--- src/rtl/twos_complement_serial_if.sv ---
// Operand/result bundle for the bit-serial two's-complement unit.
// valid/ready-style contract: start is taken only while busy=0; valid pulses one cycle when b/ovf change.
interface twos_complement_serial_if #(
    parameter int WIDTH = 8
);
    logic             start;
    logic [1:0]       mode;
    logic [WIDTH-1:0] a;
    logic [WIDTH-1:0] b;
    logic             valid;
    logic             busy;
    logic             ovf;
    logic [1:0]       state;

    modport master (
        output start, mode, a,
        input  b, valid, busy, ovf, state
    );

    modport slave (
        input  start, mode, a,
        output b, valid, busy, ovf, state
    );
endinterface

--- src/rtl/twos_complement_serial.sv ---
// Bit-serial two's-complement unit: NEG, ABS, ONES and PASS on a WIDTH-bit operand, LSB first,
// one bit per clock, with overflow flagged when the most-negative value is negated.
module twos_complement_serial #(
    parameter int WIDTH = 8
) (
    input  logic                     clk,
    input  logic                     rst,
    twos_complement_serial_if.slave  bus
);
    localparam int CW = (WIDTH > 2) ? $clog2(WIDTH) : 1;

    localparam logic [1:0] MODE_NEG  = 2'b00;
    localparam logic [1:0] MODE_ABS  = 2'b01;
    localparam logic [1:0] MODE_ONES = 2'b10;

    typedef enum logic [1:0] {
        IDLE  = 2'd0,
        SHIFT = 2'd1,
        DONE  = 2'd2
    } state_t;

    state_t           state;
    logic [WIDTH-1:0] sr;
    logic [WIDTH-1:0] rsr;
    logic [1:0]       mode_q;
    logic             neg_en;
    logic             seen_one;
    logic             zlow;
    logic             x_msb;
    logic [CW-1:0]    cnt;
    logic [WIDTH-1:0] b_q;
    logic             ovf_q;
    logic             valid_q;
    logic             busy_q;

    logic             x;
    logic             y;

    // Serial negation: copy bits up to and including the first 1, invert every bit after it.
    always_comb begin
        x = sr[0];
        y = x;
        case (mode_q)
            MODE_NEG, MODE_ABS: y = (neg_en && seen_one) ? ~x : x;
            MODE_ONES:          y = ~x;
            default:            y = x;
        endcase
    end

    always_ff @(posedge clk or posedge rst) begin
        if (rst) begin
            state    <= IDLE;
            sr       <= '0;
            rsr      <= '0;
            mode_q   <= '0;
            neg_en   <= 1'b0;
            seen_one <= 1'b0;
            zlow     <= 1'b0;
            x_msb    <= 1'b0;
            cnt      <= '0;
            b_q      <= '0;
            ovf_q    <= 1'b0;
            valid_q  <= 1'b0;
            busy_q   <= 1'b0;
        end else begin
            valid_q <= 1'b0;
            case (state)
                IDLE: begin
                    if (bus.start) begin
                        sr       <= bus.a;
                        mode_q   <= bus.mode;
                        neg_en   <= (bus.mode == MODE_NEG) ? 1'b1 :
                                    (bus.mode == MODE_ABS) ? bus.a[WIDTH-1] : 1'b0;
                        seen_one <= 1'b0;
                        cnt      <= '0;
                        zlow     <= 1'b1;
                        x_msb    <= 1'b0;
                        busy_q   <= 1'b1;
                        state    <= SHIFT;
                    end
                end
                SHIFT: begin
                    sr       <= {1'b0, sr[WIDTH-1:1]};
                    rsr      <= {y, rsr[WIDTH-1:1]};
                    seen_one <= seen_one | x;
                    if (cnt == CW'(WIDTH - 1)) begin
                        x_msb <= x;
                        state <= DONE;
                    end else begin
                        // zlow covers only bits below the sign bit
                        zlow <= zlow & ~x;
                        cnt  <= cnt + 1'b1;
                    end
                end
                DONE: begin
                    b_q     <= rsr;
                    ovf_q   <= neg_en & x_msb & zlow;
                    valid_q <= 1'b1;
                    busy_q  <= 1'b0;
                    state   <= IDLE;
                end
                default: state <= IDLE;
            endcase
        end
    end

    assign bus.b     = b_q;
    assign bus.ovf   = ovf_q;
    assign bus.valid = valid_q;
    assign bus.busy  = busy_q;
    assign bus.state = state;
endmodule
--- src/flat_wrapper.sv ---
// flat-port wrapper written by rule: the top's interface ports become plain ports
module twos_complement_serial_flat 
#(
    parameter int WIDTH = 8
)
  (clk, rst, bus_start, bus_mode, bus_a, bus_b, bus_valid, bus_busy, bus_ovf, bus_state);
  twos_complement_serial_if #(.WIDTH(WIDTH)) bus_i ();
  input  logic clk;
  input  logic rst;
  input wire logic [$bits(bus_i.start)-1:0] bus_start;
  input wire logic [$bits(bus_i.mode)-1:0] bus_mode;
  input wire logic [$bits(bus_i.a)-1:0] bus_a;
  output wire logic [$bits(bus_i.b)-1:0] bus_b;
  output wire logic [$bits(bus_i.valid)-1:0] bus_valid;
  output wire logic [$bits(bus_i.busy)-1:0] bus_busy;
  output wire logic [$bits(bus_i.ovf)-1:0] bus_ovf;
  output wire logic [$bits(bus_i.state)-1:0] bus_state;
  assign bus_i.start = bus_start;
  assign bus_i.mode = bus_mode;
  assign bus_i.a = bus_a;
  assign bus_b = bus_i.b;
  assign bus_valid = bus_i.valid;
  assign bus_busy = bus_i.busy;
  assign bus_ovf = bus_i.ovf;
  assign bus_state = bus_i.state;
  twos_complement_serial #(.WIDTH(WIDTH)) u_core (.clk(clk), .rst(rst), .bus(bus_i));
endmodule
--- config.mk ---
export PLATFORM = sky130hd
export DESIGN_NAME = twos_complement_serial_flat
export DESIGN_NICKNAME = d
export VERILOG_FILES = /design/src/rtl/twos_complement_serial_if.sv /design/src/rtl/twos_complement_serial.sv /design/src/flat_wrapper.sv
export SDC_FILE = /design/constraint.sdc
export NUM_CORES = 1
export LEC_CHECK = 0
export BUFFER_PORTS_ARGS = -buffer_cell sky130_fd_sc_hd__buf_2
export CAP_MARGIN = 20
export CORE_ASPECT_RATIO = 0.9
export CORE_UTILIZATION = 49
export CTS_BUF_LIST = sky130_fd_sc_hd__clkbuf_4 sky130_fd_sc_hd__clkbuf_8 sky130_fd_sc_hd__clkbuf_16
export DETAILED_ROUTE_END_ITERATION = 8
export GPL_TIMING_DRIVEN = 0
export HOLD_SLACK_MARGIN = 0.15
export PLACE_DENSITY = 0.76
export SLEW_MARGIN = 10
export SYNTH_ARGS = -nofsm -noshare
export SYNTH_HDL_FRONTEND = slang
export SYNTH_SLANG_ARGS = --single-unit
--- constraint.sdc ---
create_clock -name clk -period 1.3 [get_ports clk]
set_input_delay 0.26 -clock clk [delete_from_list [all_inputs] [get_ports clk]]
set_output_delay 0.26 -clock clk [all_outputs]
set_load 0.02 [all_outputs]
== Yosys cells after proc, flatten, opt, wreduce, memory -nomap -nowiden ==
Cells that the tools add are included.

* Output and inout bits: 13
* Register bits after elaboration: 38
* Bits of input ports: 13

* $add $sub $neg: 1
* Reduce and logical (&&, ||, !) cells: 13
* Equality and inequality tests: 9
* Multiplexer cells: 21
* Bitwise logic cells: 5

{| class="wikitable"
|+ Operators with widths
! kind !! number
|-
| one-hot mux 8 bit (2 select lines) || 1
|-
| one-hot mux 1 bit (2 select lines) || 5
|-
| 2-to-1 mux 1 bit || 8
|-
| 2-to-1 mux 8 bit || 1
|-
| AND reduction 2 bit || 4
|-
| == test 2 x 1 -> 1 bit, second input constant || 3
|-
| zero test 2 bit || 3
|-
| 2-to-1 mux 3 bit || 2
|-
| one-hot mux 3 bit (2 select lines) || 1
|-
| AND reduction 3 bit || 2
|-
| == test 2 bit, second input constant || 2
|-
| 2-to-1 mux 2 bit || 2
|-
| inequality test 2 bit, second input constant || 2
|-
| one-hot mux 2 bit (2 select lines) || 1
|-
| nonzero test 2 bit || 2
|-
| adder 3 x 1 -> 3 bit, second input constant || 1
|-
| bitwise AND 1 bit || 3
|-
| == test 3 bit, second input constant || 1
|-
| inequality test 2 x 1 -> 1 bit, second input constant || 1
|-
| OR reduction 2 bit || 1
|-
| logical AND 1 bit || 1
|-
| NOT 1 bit || 1
|-
| OR 1 bit || 1
|}

== Longest topological paths before layout ==
* Depth after elaboration: 4
* Gate-level depth with buffers: 6
* Gate-level depth less buffers: 5

== Worst setup path after synthesis ==
No wires, ideal clock.

* Kind: reg2reg
* Start: register u_core.state[0] (netlist: u_core.bus.state[0])
* End: register u_core.mode_q[0]
* Setup time: 125 ps
* Buffers on the path: 1
* Path slack: -137 ps
* Data required time: 1175 ps
* Stages on the path, launching flop included: 4
* Period minus slack after synthesis: 1437 ps
* Arrival time: 1312 ps
* Path through: dfrtp_1 -> buf_4 -> nor3b_2 -> mux2_2

* Cells in the longest elaborated chain, start to end: 2

{| class="wikitable"
|+ Ends and longest elaborated chain
! item !! RTL line !! source
|-
| start, declared || twos_complement_serial.sv:22 || <nowiki>state_t state;</nowiki>
|-
| start signal, assigned || twos_complement_serial.sv:52 || <nowiki>state <= IDLE;</nowiki>
|-
| start signal, assigned || twos_complement_serial.sv:79 || <nowiki>state <= SHIFT;</nowiki>
|-
| start signal, assigned || twos_complement_serial.sv:88 || <nowiki>state <= DONE;</nowiki>
|-
| zero test 2 bit || twos_complement_serial.sv:67 || <nowiki>case (state)</nowiki>
|-
| AND reduction 2 bit (no line) || - ||
|-
| end signal, assigned || twos_complement_serial.sv:71 || <nowiki>mode_q <= bus.mode;</nowiki>
|-
| end, declared || twos_complement_serial.sv:25 || <nowiki>logic [1:0] mode_q;</nowiki>
|}

Every way passes these cells.
A chain may end at the register's enable or synchronous reset.

== Final worst setup path ==
* Start: register u_core.cnt[1]
* End: register u_core.cnt[0]

* Cells in the longest elaborated chain, start to end: 3

{| class="wikitable"
|+ Ends and longest elaborated chain
! item !! RTL line !! source
|-
| start, declared || twos_complement_serial.sv:30 || <nowiki>logic [CW-1:0] cnt;</nowiki>
|-
| start signal, assigned || twos_complement_serial.sv:92 || <nowiki>cnt <= cnt + 1'b1;</nowiki>
|-
| == test 3 bit || twos_complement_serial.sv:86 || <nowiki>if (cnt == CW'(WIDTH - 1)) begin</nowiki>
|-
| inequality test 2 bit (no line) || - ||
|-
| AND reduction 3 bit (no line) || - ||
|}

Every way passes these cells.

==> impl_metrics.xml <==
<?xml version="1.0" encoding="UTF-8"?>
<metrics>
  <group name="cts">
    <metric name="cts_inserted_buffers" unit="">5</metric>
    <metric name="clk_pin_slew_worst_paths" unit="ns">0.07</metric>
    <metric name="clock_path_buffers" unit="">2</metric>
    <metric name="worst_skew_pair_later_pin_latency" unit="ns">0.30</metric>
    <metric name="tritoncts" unit="">yes</metric>
    <metric name="htree_levels" unit="">2</metric>
    <metric name="cts_num_sinks" unit="">38</metric>
    <metric name="clock-root-buffer" unit="">sky130_fd_sc_hd__clkbuf_8</metric>
  </group>
  <group name="final_layout">
    <metric name="final_cell_mix" unit="">sky130_fd_sc_hd__dfrtp_1, sky130_fd_sc_hd__nand2_1, sky130_fd_sc_hd__buf_2</metric>
    <metric name="finish.net_count" unit="">211</metric>
    <metric name="synthToLayoutAreaGrowth" unit="%">34.5</metric>
    <metric name="final_common_cell" unit="">sky130_fd_sc_hd__dfrtp_1</metric>
    <metric name="antennaDiodeCount" unit="">0</metric>
    <metric name="layout-drive-gt1-share" unit="">0.421</metric>
  </group>
  <group name="global_route">
    <metric name="grt_pass1_vias" unit="">1202</metric>
    <metric name="largest_net_degree_at_the_start_of_global_routing" unit="">39</metric>
    <metric name="grt_pass1_wl" unit="mm">5.69</metric>
    <metric name="grtUsageTotal" unit="">0.215</metric>
    <metric name="globalRouteOverflowTotal" unit="">0</metric>
    <metric name="grt_antenna_before_repair" unit="">0</metric>
  </group>
  <group name="sta">
    <metric name="max_clk_rate" unit="GHz">0.721</metric>
    <metric name="worst_clk_skew" unit="ns">0.00582</metric>
    <metric name="final.period_utilization" unit="">1.07</metric>
    <metric name="finalHoldViolCount" unit="">0</metric>
    <metric name="max-slew-margin-rel" unit="">0.575</metric>
    <metric name="grt_setup_unrepaired" unit="">yes</metric>
    <metric name="final_critical_path_setup_slack" unit="ns">-0.0877</metric>
    <metric name="setup_viol" unit="">4</metric>
    <metric name="drv_slew" unit="">0</metric>
    <metric name="worst-slew-pin-transition" unit="ns">0.637</metric>
    <metric name="min_hold_slack" unit="ns">0.221</metric>
    <metric name="setup-tns-final" unit="ns">-0.154</metric>
    <metric name="fin_crit" unit="ns">1.39</metric>
  </group>
  <group name="worst_setup_path">
    <metric name="endpoint_kind" unit="">register</metric>
    <metric name="critPathMaxFanout" unit="">7</metric>
    <metric name="worstPathRequired" unit="ns">1.48</metric>
    <metric name="setup_cp_type" unit="">register to register</metric>
    <metric name="timing.critical_path.from_type" unit="">register</metric>
    <metric name="reg2regPathDepth" unit="">5</metric>
    <metric name="arrival" unit="ns">1.57</metric>
  </group>
  <group name="pwr">
    <metric name="power_density" unit="nW/µm²">2380</metric>
    <metric name="peakVddDrop" unit="V">0.00128</metric>
    <metric name="fin_total_pwr" unit="W">0.00523</metric>
    <metric name="power.leakage" unit="nW">1.08</metric>
  </group>
  <group name="route">
    <metric name="drt-initial-drc-count" unit="">54</metric>
    <metric name="detail_route.drc_violations" unit="">0</metric>
    <metric name="avgViaCountPerCell" unit="">5.18</metric>
    <metric name="drt_wl_total" unit="mm">3.62</metric>
    <metric name="detail-route-antenna-nets" unit="">0</metric>
    <metric name="drt-pass1-iter-count" unit="">4</metric>
    <metric name="vias" unit="">1239</metric>
    <metric name="post_dr_wirelength_cell" unit="µm">15.1</metric>
  </group>
  <group name="outcome">
    <metric name="status" unit="">finished with violations</metric>
    <metric name="failed_checks" unit="">negative setup slack</metric>
  </group>
  <group name="floorplan">
    <metric name="chip_width" unit="µm">62.9</metric>
    <metric name="dieArea" unit="µm²">3580</metric>
    <metric name="placementRows" unit="">19</metric>
    <metric name="initial_core_util" unit="">0.526</metric>
    <metric name="boundaryPins" unit="">26</metric>
    <metric name="die_h" unit="µm">56.8</metric>
    <metric name="core_area" unit="µm²">3110</metric>
  </group>
  <group name="synthesis">
    <metric name="postSynthNetCount" unit="">165</metric>
    <metric name="synthArstFlopShare" unit="">1.00</metric>
    <metric name="synth_edf_count" unit="">0</metric>
    <metric name="synthesis.instances" unit="">150</metric>
    <metric name="synthFlopType" unit="">sky130_fd_sc_hd__dfrtp_1</metric>
    <metric name="synth.yosys.seq_area_share" unit="">0.581</metric>
    <metric name="post_synth_instance_area" unit="µm²">1640</metric>
    <metric name="netlist-cell-type-count" unit="">28</metric>
    <metric name="synthesis.area_per_instance" unit="µm²">10.9</metric>
    <metric name="synth.ff_latch_count" unit="">38</metric>
    <metric name="synthesis.yosys.warnings" unit="">0</metric>
  </group>
  <group name="place">
    <metric name="detailedPlacementHpwl" unit="mm">2.24</metric>
    <metric name="io_buffers" unit="">25</metric>
    <metric name="place.gp.congestion" unit="">0.719</metric>
    <metric name="dp_slack" unit="ns">-0.109</metric>
  </group>
  <group name="hold_path">
    <metric name="cell_depth_of_the_worst_hold_path" unit="">2</metric>
    <metric name="hold_class" unit="">primary input to register</metric>
  </group>
  <group name="flow_run">
    <metric name="cap_violations" unit="">0</metric>
  </group>
</metrics>
==> power breakdown <==
part	total (W)	internal (W)	switching, W
logic	0.00200	0.00110	0.000896
registers	0.00200	0.00163	0.000372
clock network	0.00123	0.000818	0.000416
==> kinds of logic (layout without fill, tap and decap cells) <==
group,count (synthesis),in the layout,synth area share
flops,38,38,0.581
buf+inv,12,59,0.0351
compound gates,39,39,0.153
fa+ha+maj,2,2,0.0153
mux,11,11,0.0756
simple gates,48,48,0.141
==> stage by stage <==
stage / utilization / cell area [µm²] / cells
after global placement: 0.594 / 1850 / 217
after floorplan: - / 1670 / 150
final: 0.707 / 2200 / 239
after global routing: 0.707 / 2200 / 239
after CTS: 0.673 / 2090 / 234
after detailed placement: 0.594 / 1850 / 217
==> synthesized netlist by cell type (2+ instances only) <==
cell type,n,share of area
sky130_fd_sc_hd__dfrtp_1,38,0.58
sky130_fd_sc_hd__nand2_1,27,0.062
sky130_fd_sc_hd__a21oi_1,12,0.037
sky130_fd_sc_hd__mux2_2,11,0.076
sky130_fd_sc_hd__nor2b_1,9,0.034
sky130_fd_sc_hd__a22oi_1,7,0.032
sky130_fd_sc_hd__o21ai_0,7,0.021
sky130_fd_sc_hd__a22o_1,6,0.032
sky130_fd_sc_hd__buf_2,3,0.0092
sky130_fd_sc_hd__inv_1,3,0.0069
sky130_fd_sc_hd__nand2b_1,3,0.011
sky130_fd_sc_hd__nor2_1,3,0.0069
sky130_fd_sc_hd__buf_4,2,0.0092
sky130_fd_sc_hd__clkbuf_1,2,0.0046
sky130_fd_sc_hd__ha_1,2,0.015
sky130_fd_sc_hd__nand3_1,2,0.0061
sky130_fd_sc_hd__o21ai_1,2,0.0061
==> worst paths after layout <==
| path | start | to | slack [ns] |
|---|---|---|---|
| max | u_core.cnt[1] | u_core.cnt[0] | -0.09 |
| min | bus_mode[1] | u_core.mode_q[1] | 0.22 |
| max reg2reg | u_core.cnt[1] | u_core.cnt[0] | -0.09 |
| min reg2reg | u_core.bus.b[5] | u_core.bus.b[5] | 0.47 |
| max in group asynchronous | rst | u_core.bus.state[1] | 0.31 |
| min in group asynchronous | rst | u_core.bus.b[4] | 0.57 |
==> per-layer routing <==
metal | GRT usage | vias up | routed length [µm]
li1 | - | 605 | -
met1 | 0.274 | 597 | 1530
met2 | 0.332 | 27 | 1850
met3 | 0.0569 | 10 | 130
met4 | 0.120 | 0 | 98
met5 | 0 | - | 0
==> cell type report <==
cell class	instances	area (µm²)
fillers	204	912
inverters	4	16.3
clock buffers	6	82.6
clock inverters	2	60.1
well taps	42	52.6
repair buffers	40	262
multi-input cells	100	727
flip-flops and latches	38	953
plain buffers	7	48.8
==> repair_timing <==
item                                    in CTS  in global routing
gates resized for setup                     10                 18
endpoints found under the setup margin      17                 62
gates cloned                                 2                  0
hold endpoints to repair                    38                  0
hold buffers                                 1                  0
buffers inserted                             7                  5
pin swaps                                    4                  3
==> sequential cells by signal, summed over array words and instances, names as in the netlist <==
name / count
u_core.bus.b: 8
u_core.rsr: 8
u_core.sr: 8
u_core.cnt: 3
u_core.bus.state: 2
u_core.mode_q: 2
u_core.bus.busy: 1
u_core.bus.ovf: 1
u_core.bus.valid: 1
u_core.neg_en: 1
u_core.seen_one: 1
u_core.x_msb: 1
u_core.zlow: 1
==> critical path, stage by stage (launching register included) <==
cell	delay, ns
sky130_fd_sc_hd__dfrtp_1	0.38
sky130_fd_sc_hd__ha_2	0.22
sky130_fd_sc_hd__ha_4	0.19
sky130_fd_sc_hd__nor2_4	0.05
sky130_fd_sc_hd__mux2_2	0.25
sky130_fd_sc_hd__a22o_1	0.18
Note: power is estimated with default switching activity, not from simulation.
